--- src/rtl/ysyx_24100006_mem_arbiter.sv ---
// ysyx_24100006_mem_arbiter
// Shares the single memory port of the core between the instruction fetch
// path (IFU) and the load/store path (LSU). One request is accepted at a
// time, held on a valid/ready channel to memory until accepted, and the
// memory response is returned as a one-cycle pulse to the owning requester.
//
// Optional feature macro: YSYX_24100006_ARB_RR_EN
//   defined   -> round-robin arbitration using a one-bit last-grant register
//   undefined -> fixed LSU priority, no last-grant register
module ysyx_24100006_mem_arbiter #(
    parameter int ADDR_W = 32,
    parameter int DATA_W = 32
) (
    input  logic              clk,
    input  logic              reset,

    input  logic              ifu_req_valid,
    output logic              ifu_req_ready,
    input  logic [ADDR_W-1:0] ifu_addr,
    output logic              ifu_resp_valid,
    output logic [DATA_W-1:0] ifu_rdata,

    input  logic              lsu_req_valid,
    output logic              lsu_req_ready,
    input  logic [ADDR_W-1:0] lsu_addr,
    input  logic              lsu_wen,
    input  logic [DATA_W-1:0] lsu_wdata,
    input  logic [7:0]        lsu_wmask,
    output logic              lsu_resp_valid,
    output logic [DATA_W-1:0] lsu_rdata,

    output logic              mem_req_valid,
    input  logic              mem_req_ready,
    output logic [ADDR_W-1:0] mem_addr,
    output logic              mem_wen,
    output logic [DATA_W-1:0] mem_wdata,
    output logic [7:0]        mem_wmask,
    input  logic              mem_resp_valid,
    input  logic [DATA_W-1:0] mem_rdata
);

    typedef enum logic [1:0] {
        IDLE  = 2'd0,
        ISSUE = 2'd1,
        WAIT  = 2'd2,
        RESP  = 2'd3
    } state_t;

    state_t state;
    state_t state_next;

    logic              grant_ifu;
    logic              grant_lsu;
    logic              owner_lsu;
    logic [ADDR_W-1:0] addr_q;
    logic              wen_q;
    logic [DATA_W-1:0] wdata_q;
    logic [7:0]        wmask_q;
    logic [DATA_W-1:0] rdata_q;

`ifdef YSYX_24100006_ARB_RR_EN
    logic last_lsu;

    // Round-robin grant: on contention the requester not served last wins
    always_comb begin
        grant_ifu = 1'b0;
        grant_lsu = 1'b0;
        if (state == IDLE && !reset) begin
            if (ifu_req_valid && lsu_req_valid) begin
                grant_lsu = ~last_lsu;
                grant_ifu = last_lsu;
            end else begin
                grant_lsu = lsu_req_valid;
                grant_ifu = ifu_req_valid;
            end
        end
    end

    // Remember who was granted on every accept; reset points at the IFU
    always_ff @(posedge clk) begin
        if (reset) begin
            last_lsu <= 1'b0;
        end else if (grant_ifu || grant_lsu) begin
            last_lsu <= grant_lsu;
        end
    end
`else
    // Fixed-priority grant: the LSU always beats the IFU on contention
    always_comb begin
        grant_ifu = 1'b0;
        grant_lsu = 1'b0;
        if (state == IDLE && !reset) begin
            grant_lsu = lsu_req_valid;
            grant_ifu = ifu_req_valid && !lsu_req_valid;
        end
    end
`endif

    assign ifu_req_ready = grant_ifu;
    assign lsu_req_ready = grant_lsu;

    // Transaction state register
    always_ff @(posedge clk) begin
        if (reset) begin
            state <= IDLE;
        end else begin
            state <= state_next;
        end
    end

    // Next-state logic plus the request valid and response pulses
    always_comb begin
        state_next     = state;
        mem_req_valid  = 1'b0;
        ifu_resp_valid = 1'b0;
        lsu_resp_valid = 1'b0;
        unique case (state)
            IDLE: begin
                if (grant_ifu || grant_lsu) begin
                    state_next = ISSUE;
                end
            end
            ISSUE: begin
                mem_req_valid = 1'b1;
                if (mem_req_ready) begin
                    state_next = WAIT;
                end
            end
            WAIT: begin
                if (mem_resp_valid) begin
                    state_next = RESP;
                end
            end
            RESP: begin
                ifu_resp_valid = ~owner_lsu;
                lsu_resp_valid = owner_lsu;
                state_next     = IDLE;
            end
            default: begin
                state_next = IDLE;
            end
        endcase
    end

    // Capture the winning request; fetches never write, so wen/mask/data are cleared
    always_ff @(posedge clk) begin
        if (reset) begin
            owner_lsu <= 1'b0;
            addr_q    <= '0;
            wen_q     <= 1'b0;
            wdata_q   <= '0;
            wmask_q   <= '0;
        end else if (grant_lsu) begin
            owner_lsu <= 1'b1;
            addr_q    <= lsu_addr;
            wen_q     <= lsu_wen;
            wdata_q   <= lsu_wdata;
            wmask_q   <= lsu_wmask;
        end else if (grant_ifu) begin
            owner_lsu <= 1'b0;
            addr_q    <= ifu_addr;
            wen_q     <= 1'b0;
            wdata_q   <= '0;
            wmask_q   <= '0;
        end
    end

    // Shared read-data register, loaded only by a response that arrives in WAIT
    always_ff @(posedge clk) begin
        if (reset) begin
            rdata_q <= '0;
        end else if (state == WAIT && mem_resp_valid) begin
            rdata_q <= mem_rdata;
        end
    end

    assign mem_addr  = addr_q;
    assign mem_wen   = wen_q;
    assign mem_wdata = wdata_q;
    assign mem_wmask = wmask_q;
    assign ifu_rdata = rdata_q;
    assign lsu_rdata = rdata_q;

endmodule

--- config.mk ---
export PLATFORM = sky130hd
export DESIGN_NAME = ysyx_24100006_mem_arbiter
export DESIGN_NICKNAME = d
export VERILOG_FILES = /design/src/rtl/ysyx_24100006_mem_arbiter.sv
export SDC_FILE = /design/constraint.sdc
export NUM_CORES = 1
export LEC_CHECK = 0
export BUFFER_PORTS_ARGS = -buffer_cell sky130_fd_sc_hd__buf_2
export CAP_MARGIN = 10
export CORE_AREA = 10 10 110 112
export DETAILED_ROUTE_END_ITERATION = 12
export DIE_AREA = 0 0 120 122
export GPL_TIMING_DRIVEN = 0
export PLACE_DENSITY = 0.9
export SYNTH_ARGS = -nofsm -noshare
export SYNTH_HDL_FRONTEND = slang
export SYNTH_SLANG_ARGS = --single-unit
export TNS_END_PERCENT = 1
--- constraint.sdc ---
create_clock -name clk -period 4.7 [get_ports clk]
set_clock_uncertainty 0.2 [all_clocks]
set_input_delay 0.47 -clock clk [delete_from_list [all_inputs] [get_ports clk]]
set_output_delay 0.47 -clock clk [all_outputs]
set_load 0.01 [all_outputs]
==> flow_metrics.py, run 1 <==
metrics = {
    "clock_tree": {
        "clk_pin_slew_ns": 0.13,
        "cts_buffers": 9,
        "h-tree-depth": 3,
        "clock_path_buffers": 2,
        "cts_tree": "yes",
        "cts_resized": 0,
        "cts.sinks": 108,
        "clock_latency_ns": 0.37,
        "clock-root-buffer": "clkbuf_8",
        "cts_hold_buf": 0,
        "cts_setup_buffers": 0,
    },
    "layout": {
        "seq_area_mm2": 0.002162,
        "area_delta_synth_final_pct": 40.59,
        "drive_gt1_share_pct": 51.90,
        "fillCellCount": 863,
        "fin_nets": 880,
        "multi_input_area_mm2": 0.001813,
        "design_area_mm2": 0.006241,
        "fin_util_pct": 62.12,
    },
    "hold_path": {
        "hold_depth": 2,
        "hp-class": "in2reg",
        "holdCritStartpoint": "lsu_wdata[30]",
        "hold_end": "mem_wdata[30]",
    },
    "worst_setup_path": {
        "rr_startpoint": "state[1]",
        "critPathMaxFanout": 10,
        "path_class": "reg2out",
        "cp_slowest_cell": "dfxtp_1",
        "arrival_ns": 2.10,
        "crit_path_cell_trace": "inv_1 -> ha_1 -> nor2b_1 -> buf_2 -> and2_1 -> buf_2 -> buf_2 -> buf_2",
        "cpPeakStageDelay_ns": 0.36,
        "worstPathRequired_ns": 4.03,
        "endpoint_kind": "primary output",
        "crit_path_frequent_cell": "buf_2",
        "r2r_end": "mem_wmask[3]",
        "reg2reg_depth": 8,
        "start_kind": "flop",
        "r2r_slack_ns": 2.59,
    },
    "timing": {
        "layout_min_cycle_time_ns": 2.773,
        "finalHoldViolCount": 0,
        "slew_headroom_pct": 52.91,
        "setup_violations": 0,
        "whs_ns": 0.09801,
        "rsz0062_at_grt": "false",
        "final_max_slew_viol_count": 0,
        "totalNegativeSetupSlack_ns": 0,
        "fin_crit_sh_pct": 59.00,
        "tightest_slew_ns": 0.7064,
        "timing.fmax_ghz": 0.3606,
    },
    "synth": {
        "syn_inst": 439,
        "synth_commonest_cells": "dfxtp_1 (108), nand2_1 (65), a21oi_1 (64), a22o_1 (41), mux2i_1 (33)",
        "ys_async_sr_fraction_pct": 0,
        "yosysUniqueCellTypes": 24,
        "yosysSeqAreaShare_pct": 48.70,
        "ys_ff_latch": 108,
        "synth_top_area_share_pct": 48.70,
        "synth_top_cells_by_area": "dfxtp_1 (49%), a211oi_2 (8.5%), a22o_1 (8.1%), mux2i_1 (7.4%), a21oi_1 (7.2%)",
        "synth_largest_area_cell": "dfxtp_1",
        "yosys_warnings": 0,
        "synth_area_mm2": 0.004439,
        "syn_area_per_cell_um2": 10.11,
        "ys.flop_type": "dfxtp_1",
        "synth_edf_count": 0,
        "synth_nets": 586,
        "yosysMostFrequentCell": "dfxtp_1",
    },
    "placed_design": {
        "placed_area_mm2": 0.006026,
        "place.gp.congestion": 0.8295,
        "numPortBuffers": 283,
        "hpwl_mm": 11.95,
    },
    "power": {
        "p_int_mw": 1.721,
        "power.density_mw_per_mm2": 433.9,
        "p_seq_share_pct": 43.1,
        "p_leak_nw": 3.186,
        "max-vdd-ir-drop_mv": 0.2640,
        "swShare_pct": 36.46,
        "combinationalPowerShare_pct": 35.5,
        "p_sw_mw": 0.9872,
        "clock_power_share_pct": 21.4,
    },
    "floorplanning": {
        "die_w_um": 120,
        "die_h_um": 122,
        "core.rowCount": 37,
        "dieArea_mm2": 0.01464,
        "core-area_mm2": 0.01005,
        "top_level_ports": 285,
        "start_util_pct": 44.19,
    },
    "global_route": {
        "overflow": 0,
        "grt_pass1_wl_mm": 22.25,
        "grt_max_degree": 23,
        "globalRouteMet2Util_pct": 32.53,
        "globalRouteMet3Util_pct": 7.771,
        "grt_util_met1_pct": 20.24,
        "grt_pass1_vias": 4379,
        "grtUsageTotal_pct": 18.62,
        "grt_antenna_before_repair": 1,
        "grt_busiest_layer": "met2",
    },
    "detailed_routing": {
        "via_count": 4267,
        "dr.first_iter.drc_count": 286,
        "wl_per_cell_um": 16.82,
        "wirelength_mm": 14.72,
        "drt_pass1_iterations": 4,
        "ant_nets": 0,
        "drc": 0,
        "vias_per_cell": 4.877,
    },
    "run_status": {
        "status": "completed",
    },
    "run": {
        "drv_cap": 0,
    },
}
## sequential cells by signal, indices dropped and copies added (netlist names)
name,flops
ifu_rdata,32
mem_addr,32
mem_wdata,32
mem_wen,1
mem_wmask,8
owner_lsu,1
state,2
## how the worst max path moves through the flow
stage               startpoint       endpoint  slack [ns]  cells past startpoint
floorplan             state[0]  lsu_req_ready        2.69                      7
global placement      state[0]  lsu_req_ready        2.35                      8
detailed placement    state[0]  lsu_req_ready        2.31                      8
CTS                   state[1]  lsu_req_ready        1.89                      8
global route          state[1]  lsu_req_ready        1.70                      8
finish                state[1]  lsu_req_ready        1.93                      8
## routing by layer
metal,part of all wire [%],up-vias
li1,-,2111
met1,40,1942
met2,49,193
met3,9.4,21
met4,1.6,0
met5,0,-
## cell families after synthesis
logic type / Yosys count / synth area share (%)
buffers and inverters: 75 / 10.46
flip-flops: 108 / 48.70
multiplexers: 33 / 7.441
AO/OA/AOI/OAI: 142 / 25.03
AND/OR/NAND/NOR: 77 / 7.243
adder cells (fa/ha/maj): 4 / 1.127
## worst max-delay path: cells and delay by family (launching register included)
| kind | cells | cell delay [ns] |
|---|---|---|
| fa+ha+maj | 1 | 0.20 |
| flops | 1 | 0.36 |
| simple gates | 2 | 0.29 |
| buf+inv | 5 | 0.87 |
## cell type report
type,count,share of cell area (%)
repair buffers,283,22.69
multi-input cells,256,29.05
well taps,136,2.727
diodes,1,0.04010
flip-flops and latches,108,34.64
inverters,4,0.2406
clock buffers,9,1.985
clock inverters,7,1.423
plain buffers,71,7.197
## power groups by stage
stage | Combinational, mW | Clock (mW) | Sequential [mW]
2_1_floorplan | 0.535 | 0 | 1.25
3_3_place_gp | 0.951 | 0 | 1.18
3_5_place_dp | 0.974 | 0 | 1.18
4_1_cts | 0.975 | 0.596 | 1.16
5_1_grt | 1.06 | 0.638 | 1.19
6_report | 0.962 | 0.580 | 1.17
## placed cells by master (no fill, tap or decap)
| cell | Yosys | routed |
|---|---|---|
| mux2i_1 | 33 | 33 |
| o21bai_1 | 1 | 1 |
| a21oi_2 | 1 | 1 |
| clkinv_8 | 0 | 3 |
| a22o_1 | 41 | 41 |
| diode_2 | 0 | 1 |
| a211oi_2 | 30 | 30 |
| buf_6 | 6 | 6 |
| inv_1 | 4 | 4 |
| clkbuf_1 | 14 | 14 |
| and2_1 | 4 | 4 |
| clkbuf_8 | 0 | 9 |
| buf_4 | 32 | 32 |
| ha_1 | 4 | 4 |
| a31oi_1 | 1 | 1 |
| inv_6 | 0 | 1 |
| buf_2 | 14 | 297 |
| o21a_1 | 1 | 1 |
| clkinv_4 | 0 | 1 |
| a211oi_1 | 2 | 2 |
| nand2b_1 | 4 | 4 |
| inv_8 | 0 | 2 |
| or2_1 | 1 | 1 |
| nand2_1 | 65 | 65 |
| and3b_1 | 1 | 1 |
| buf_1 | 5 | 5 |
| nor2b_1 | 2 | 2 |
| o221a_2 | 1 | 1 |
| dfxtp_1 | 108 | 108 |
| a21oi_1 | 64 | 64 |
## through the flow
stage / cells / worst slack (ns) / power, mW
global placement: 858 / 2.345 / 2.128
global route: 875 / 1.704 / 2.880
CTS: 874 / 1.887 / 2.736
detailed placement: 858 / 2.313 / 2.155
floorplan: 439 / 2.688 / 1.781
finish: 875 / 1.927 / 2.708
No activity file was read; power rests on OpenSTA's default activity.
==> inputs of run 2 (changes only) <==
- CORE_AREA: 10 10 110 112 -> 10 10 114 116
- DIE_AREA: 0 0 120 122 -> 0 0 124 126
- PLACE_DENSITY: 0.9 -> 0.85
- clock period: 4.7 -> 2.57 ns (I/O delays scaled with it)
==> run 2 against run 1 <==
  * Utilization increased by 3.1 points
  * Sequential share of layout area is 3.6 points lower
  * Critical path depth shrank 1
  * First-iteration DRC count down 16%
  * Sequential power up 83%
  * Critical endpoint unchanged
  * Global-route usage rose by 1.5 points
  * Register-to-register slack got worse by 2.2 ns
  * Clock power up 88%
  * Largest power group unchanged
  * Largest cell class is now buffers
  * Setup slack got worse by 1.8 ns
==> flow_metrics.py, run 2 (synthesized netlist as in run 1, its figures left out) <==
metrics = {
    "layout": {
        "fin_cells": 953,
        "layout_common_cells": "buf_2 (295), dfxtp_1 (108), dlygate4sd3_1 (73)",
        "fin_nets": 952,
        "drive_gt1_share_pct": 47.16,
        "fin_util_pct": 65.19,
        "fillCellCount": 859,
        "mostFrequentLayoutCell": "buf_2",
        "area_delta_synth_final_pct": 57.10,
    },
    "worst_setup_path": {
        "endpoint_kind": "primary output",
        "critPathMaxFanout": 16,
        "path_class": "reg2out",
        "crit_buf_inv": 4,
        "cp_top_family": "buffers and inverters",
        "cp_slowest_cell": "dfxtp_1",
        "arrival_ns": 1.96,
        "crit_path_frequent_cell": "buf_2",
        "start_kind": "flop",
        "cpPeakStageDelay_ns": 0.41,
        "worstPathRequired_ns": 2.11,
        "crit_path_cell_trace": "inv_1 -> ha_1 -> nor2b_1 -> buf_2 -> and2_1 -> clkbuf_4 -> buf_2",
    },
    "global_route": {
        "grt_pass1_wl_mm": 25.25,
        "grt_busiest_layer": "met2",
        "overflow": 0,
        "globalRouteMet3Util_pct": 8.222,
        "grt_max_degree": 20,
        "grt_pass1_vias": 4858,
        "grt_antenna_before_repair": 3,
        "grtUsageTotal_pct": 20.12,
        "grt_util_met1_pct": 20.64,
        "globalRouteMet2Util_pct": 35.33,
    },
    "power": {
        "swShare_pct": 35.57,
        "p_sw_mw": 1.816,
        "clock_power_share_pct": 21.3,
        "power.density_mw_per_mm2": 732.1,
        "p_leak_nw": 3.481,
        "p_int_mw": 3.289,
        "p_seq_share_pct": 41.9,
        "max-vdd-ir-drop_mv": 0.4492,
        "combinationalPowerShare_pct": 36.8,
    },
    "timing": {
        "fin_crit_sh_pct": 94.05,
        "tightest_slew_ns": 0.7149,
        "rsz0062_at_grt": "false",
        "slew_headroom_pct": 52.34,
        "final_max_slew_viol_count": 0,
        "layout_min_cycle_time_ns": 2.417,
        "setup_violations": 0,
        "timing.fmax_ghz": 0.4137,
        "totalNegativeSetupSlack_ns": 0,
        "finalHoldViolCount": 0,
    },
    "clock_tree": {
        "h-tree-depth": 3,
        "clk_pin_slew_ns": 0.10,
        "cts.sinks": 108,
        "clock_latency_ns": 0.37,
        "clock_path_buffers": 2,
        "cts_setup_buffers": 0,
        "cts_tree": "yes",
        "clock-root-buffer": "clkbuf_8",
        "cts_buffers": 9,
    },
    "detailed_routing": {
        "via_count": 4611,
        "vias_per_cell": 4.838,
        "ant_nets": 0,
        "dr.first_iter.drc_count": 241,
        "wl_per_cell_um": 17.82,
        "drt_pass1_iterations": 4,
        "wirelength_mm": 16.98,
        "drc": 0,
    },
    "floorplanning": {
        "dieArea_mm2": 0.01562,
        "core-area_mm2": 0.01070,
        "core.rowCount": 38,
        "start_util_pct": 41.50,
        "top_level_ports": 285,
        "die_h_um": 126,
        "die_w_um": 124,
    },
    "placed_design": {
        "numPortBuffers": 283,
        "hpwl_mm": 12.08,
        "dp.cells": 862,
        "place.gp.congestion": 0.7829,
    },
    "hold_path": {
        "hp-class": "in2reg",
    },
    "run": {
        "drv_cap": 0,
    },
    "run_status": {
        "status": "completed",
    },
}
-- run 2: cell count changes in the layout (fill, tap and decap cells not counted), sizes merged --
cell	previous run	this run
buf	340	338
bufinv	0	1
clkbuf	23	24
clkinv	4	3
clkinvlp	0	1
diode	1	3
dlygate4sd3	0	73
inv	7	6
-- run 2: worst paths after layout --
kind / slack (ns) / from / cells past startpoint / to
worst max-delay path: 0.15 / state[0] / 7 / lsu_req_ready
worst min-delay path: 0.04 / reset / 3 / owner_lsu
worst max register to register: 0.36 / state[0] / 8 / mem_wdata[22]
worst min register to register: 0.28 / ifu_rdata[1] / 2 / ifu_rdata[1]
-- run 2: layout make-up --
| class | count | area [um^2] | share of cell area (%) |
|---|---|---|---|
| flip-flops and latches | 108 | 2162 | 31.00 |
| well taps | 140 | 175.2 | 2.512 |
| clock inverters | 7 | 83.83 | 1.202 |
| diodes | 3 | 7.507 | 0.1076 |
| multi-input cells | 256 | 1813 | 26.00 |
| repair buffers | 356 | 2147 | 30.79 |
| plain buffers | 70 | 446.7 | 6.405 |
| clock buffers | 9 | 123.9 | 1.776 |
| inverters | 4 | 15.01 | 0.2153 |
-- run 2: repair_timing --
item / 4_1_cts / 5_1_grt
hold buffers: 73 / 0
hold endpoints to repair: 73 / 0
setup endpoints to repair: 1 / 1
resized for setup: 0 / 1
-- run 2: power groups by stage --
| stage | Sequential, mW | Clock (mW) | Combinational, mW |
|---|---|---|---|
| 3_5_place_dp | 2.16 | 0 | 1.79 |
| 3_3_place_gp | 2.15 | 0 | 1.75 |
| 5_1_grt | 2.17 | 1.17 | 2.05 |
| 2_1_floorplan | 2.28 | 0 | 0.979 |
| 6_report | 2.14 | 1.09 | 1.88 |
| 4_1_cts | 2.13 | 1.10 | 1.88 |
-- run 2: worst min-delay path: stages --
cell and delay, ns:
buf_2 0.15, nand2b_1 0.12, o21bai_1 0.05
-- run 2: metal layers --
metal / vias to the layer above / share of wire (%)
met4: 0 / 1.9
met3: 24 / 11
met5: - / 0
met2: 207 / 50
met1: 2136 / 37
li1: 2244 / -
-- run 2: metrics by stage --
step / hold slack, ns / cell area [um^2] / power, mW / setup slack, ns
after floorplan: 0.1896 / 4439 / 3.257 / 0.6828
after global placement: 0.2517 / 6031 / 3.898 / 0.4535
after detailed placement: 0.2526 / 6031 / 3.949 / 0.4325
after CTS: 0.02643 / 6964 / 5.108 / 0.08434
after global routing: 0.02497 / 6974 / 5.385 / 0.01395
final: 0.03939 / 6974 / 5.105 / 0.1528
==> inputs of run 3 (changes only) <==
- ABC_AREA: unset -> 1
- CORE_AREA: 10 10 114 116 -> 10 10 134 136
- CTS_BUF_LIST: unset -> sky130_fd_sc_hd__clkbuf_16
- DIE_AREA: 0 0 124 126 -> 0 0 144 146
- PLACE_DENSITY: 0.85 -> 0.65
==> run 3 against run 2 <==
  * Cell count rose by 25%
  * Non-clock buffer count rose by 2
  * Register-to-register slack improved by 0.14 ns
  * Synthesized area rose by 0.76%
  * Worst hold slack got worse by 0.0058 ns
  * Via count rose by 11%
  * Total power rose by 4.0%
  * Combinational power fell by 3%
  * First-iteration DRC count rose by 12%
  * Die area rose by 35%
  * Design area rose by 2.6%
  * Largest cell class unchanged
==> flow_metrics.py, run 3 <==
metrics = {
    "detailed_routing": {
        "ant_nets": 0,
        "wl_per_cell_um": 14.86,
        "drc": 0,
        "dr.first_iter.drc_count": 270,
        "vias_per_cell": 4.286,
        "drt_pass1_iterations": 5,
        "wirelength_mm": 17.76,
        "via_count": 5122,
    },
    "run": {
        "drv_cap": 0,
    },
    "worst_setup_path": {
        "cp_top_family": "buffers and inverters",
        "reg2reg_depth": 9,
        "crit_path_frequent_cell": "buf_2",
        "endpoint_kind": "primary output",
        "cp_slowest_cell": "dfxtp_1",
        "worstPathRequired_ns": 2.11,
        "cp_num_cells": 7,
        "path_class": "reg2out",
        "crit_path_cell_trace": "inv_1 -> ha_1 -> nand3_2 -> inv_2 -> buf_6 -> buf_2 -> buf_2",
        "cpPeakStageDelay_ns": 0.34,
        "arrival_ns": 1.86,
        "crit_buf_inv": 5,
        "start_kind": "flop",
        "critPathMaxFanout": 10,
    },
    "placed_design": {
        "hpwl_mm": 13.44,
        "dp.cells": 1106,
        "place.gp.congestion": 0.7771,
        "numPortBuffers": 284,
        "placed_area_mm2": 0.006135,
    },
    "synth": {
        "synth_area_mm2": 0.004473,
        "synth_largest_area_cell": "dfxtp_1",
        "synth_top_cells_by_area": "dfxtp_1 (48%), nand2_1 (21%), a21oi_1 (8.4%), nor2_1 (5.7%), buf_4 (5.4%)",
        "yosysUniqueCellTypes": 16,
        "ys.flop_type": "dfxtp_1",
        "yosys_warnings": 0,
        "synth_edf_count": 0,
        "synth_nets": 777,
        "ys_async_sr_fraction_pct": 0,
        "yosysMostFrequentCell": "nand2_1",
        "syn_area_per_cell_um2": 7.100,
        "yosysSeqAreaShare_pct": 48.34,
        "synth_top_area_share_pct": 48.34,
        "ys_ff_latch": 108,
        "syn_inst": 630,
        "synth_commonest_cells": "nand2_1 (251), dfxtp_1 (108), a21oi_1 (75), nor2_1 (68), o21ai_0 (33)",
    },
    "timing": {
        "totalNegativeSetupSlack_ns": 0,
        "layout_min_cycle_time_ns": 2.319,
        "whs_ns": 0.03355,
        "tightest_slew_ns": 0.5893,
        "finalHoldViolCount": 0,
        "rsz0062_at_grt": "false",
        "fin_crit_sh_pct": 90.22,
        "slew_headroom_pct": 60.72,
        "setup_violations": 0,
        "final_max_slew_viol_count": 0,
        "timing.fmax_ghz": 0.4313,
    },
    "clock_tree": {
        "clock-root-buffer": "clkbuf_16",
        "clock_latency_ns": 0.34,
        "cts_tree": "yes",
        "cts.sinks": 108,
        "cts_setup_buffers": 0,
        "h-tree-depth": 3,
        "cts_buffers": 9,
        "clock_path_buffers": 2,
        "clk_pin_slew_ns": 0.07,
    },
    "run_status": {
        "status": "completed",
    },
    "layout": {
        "fin_cells": 1195,
        "design_area_mm2": 0.007157,
        "mostFrequentLayoutCell": "buf_2",
        "fin_util_pct": 46.23,
        "fin_nets": 1145,
        "n_antenna_cell": 0,
        "layout_common_cells": "buf_2 (302), nand2_1 (251), dfxtp_1 (108)",
        "area_delta_synth_final_pct": 60.00,
        "drive_gt1_share_pct": 35.49,
    },
    "power": {
        "max-vdd-ir-drop_mv": 0.3564,
        "p_leak_nw": 3.692,
        "power.density_mw_per_mm2": 741.7,
    },
    "global_route": {
        "grt_antenna_before_repair": 0,
        "grtUsageTotal_pct": 16.27,
        "grt_max_degree": 18,
        "grt_pass1_wl_mm": 27.22,
        "overflow": 0,
        "grt_pass1_vias": 5143,
    },
    "floorplanning": {
        "die_h_um": 146,
        "start_util_pct": 28.89,
        "core.rowCount": 46,
        "dieArea_mm2": 0.02102,
        "core-area_mm2": 0.01548,
        "top_level_ports": 285,
        "die_w_um": 144,
    },
    "hold_path": {
        "hp-class": "in2reg",
        "hold_depth": 5,
    },
}
[run 3: cell count changes after synthesis, moves of 30 or more]
cell,before,now
a211oi_2,30,0
a22o_1,41,0
mux2i_1,33,0
nand2_1,65,251
nor2_1,0,68
o21ai_0,0,33
[run 3: worst paths after layout]
| kind | end | slack (ns) | startpoint |
|---|---|---|---|
| min reg2reg | mem_wdata[6] | 0.26 | mem_wdata[6] |
| min | mem_addr[3] | 0.03 | lsu_addr[3] |
| max | lsu_req_ready | 0.25 | state[0] |
| max reg2reg | mem_wmask[7] | 0.50 | state[0] |
[run 3: through the flow]
stage | total power [mW] | setup slack (ns)
global route | 5.666 | 0.1022
CTS | 5.372 | 0.2162
global placement | 3.861 | 0.4569
finish | 5.308 | 0.2513
detailed placement | 3.882 | 0.4238
floorplan | 3.149 | 0.9404
[run 3: cell type report]
| type | instances | area (um^2) |
|---|---|---|
| Sequential cell | 108 | 2162 |
| Timing Repair Buffer | 357 | 2152 |
| Buffer | 71 | 431.7 |
| Fill cell | 1575 | 8325 |
| Multi-Input combinational cell | 436 | 1822 |
| Tap cell | 192 | 240.2 |
| Inverter | 15 | 57.56 |
| Clock inverter | 7 | 66.31 |
| Clock buffer | 9 | 225.2 |
[run 3: worst min-delay path, cell delays in order]
cell and delay [ns]:
buf_2 0.09, nand2_1 0.05, nand2_1 0.04, nand2_1 0.05, a21oi_1 0.05
[run 3: logic make-up (layout without fill, tap and decap cells)]
logic type                 Yosys count  after routing  synth area share [%]
and+or+nand+nor                    323            323                 27.33
AOI/OAI and AO/OA                  109            109                 12.28
adders and majority gates            4              4                 1.119
DFF                                108            108                 48.34
buffers and inverters               86            459                 10.94
[run 3: repair_timing]
item / 4_1_cts / 5_1_grt
resized for setup: 0 / 0
hold buffers: 73 / 0
endpoints found under the hold margin: 73 / 0
[run 3: metal layers]
layer  wire length (um)  track usage [%]  vias to the layer above
li1                   -                -                     2673
met1               7266            18.34                     2233
met2               8522            27.20                      188
met3               1542            5.614                       28
met4                429            6.639                        0
met5                  0                0                        -
[run 3: where the power goes]
part	internal [mW]	switching, mW	leakage [nW]
Combinational	0.805	1.01	2.67
Clock	0.751	0.632	0.137
Sequential	1.94	0.165	0.880
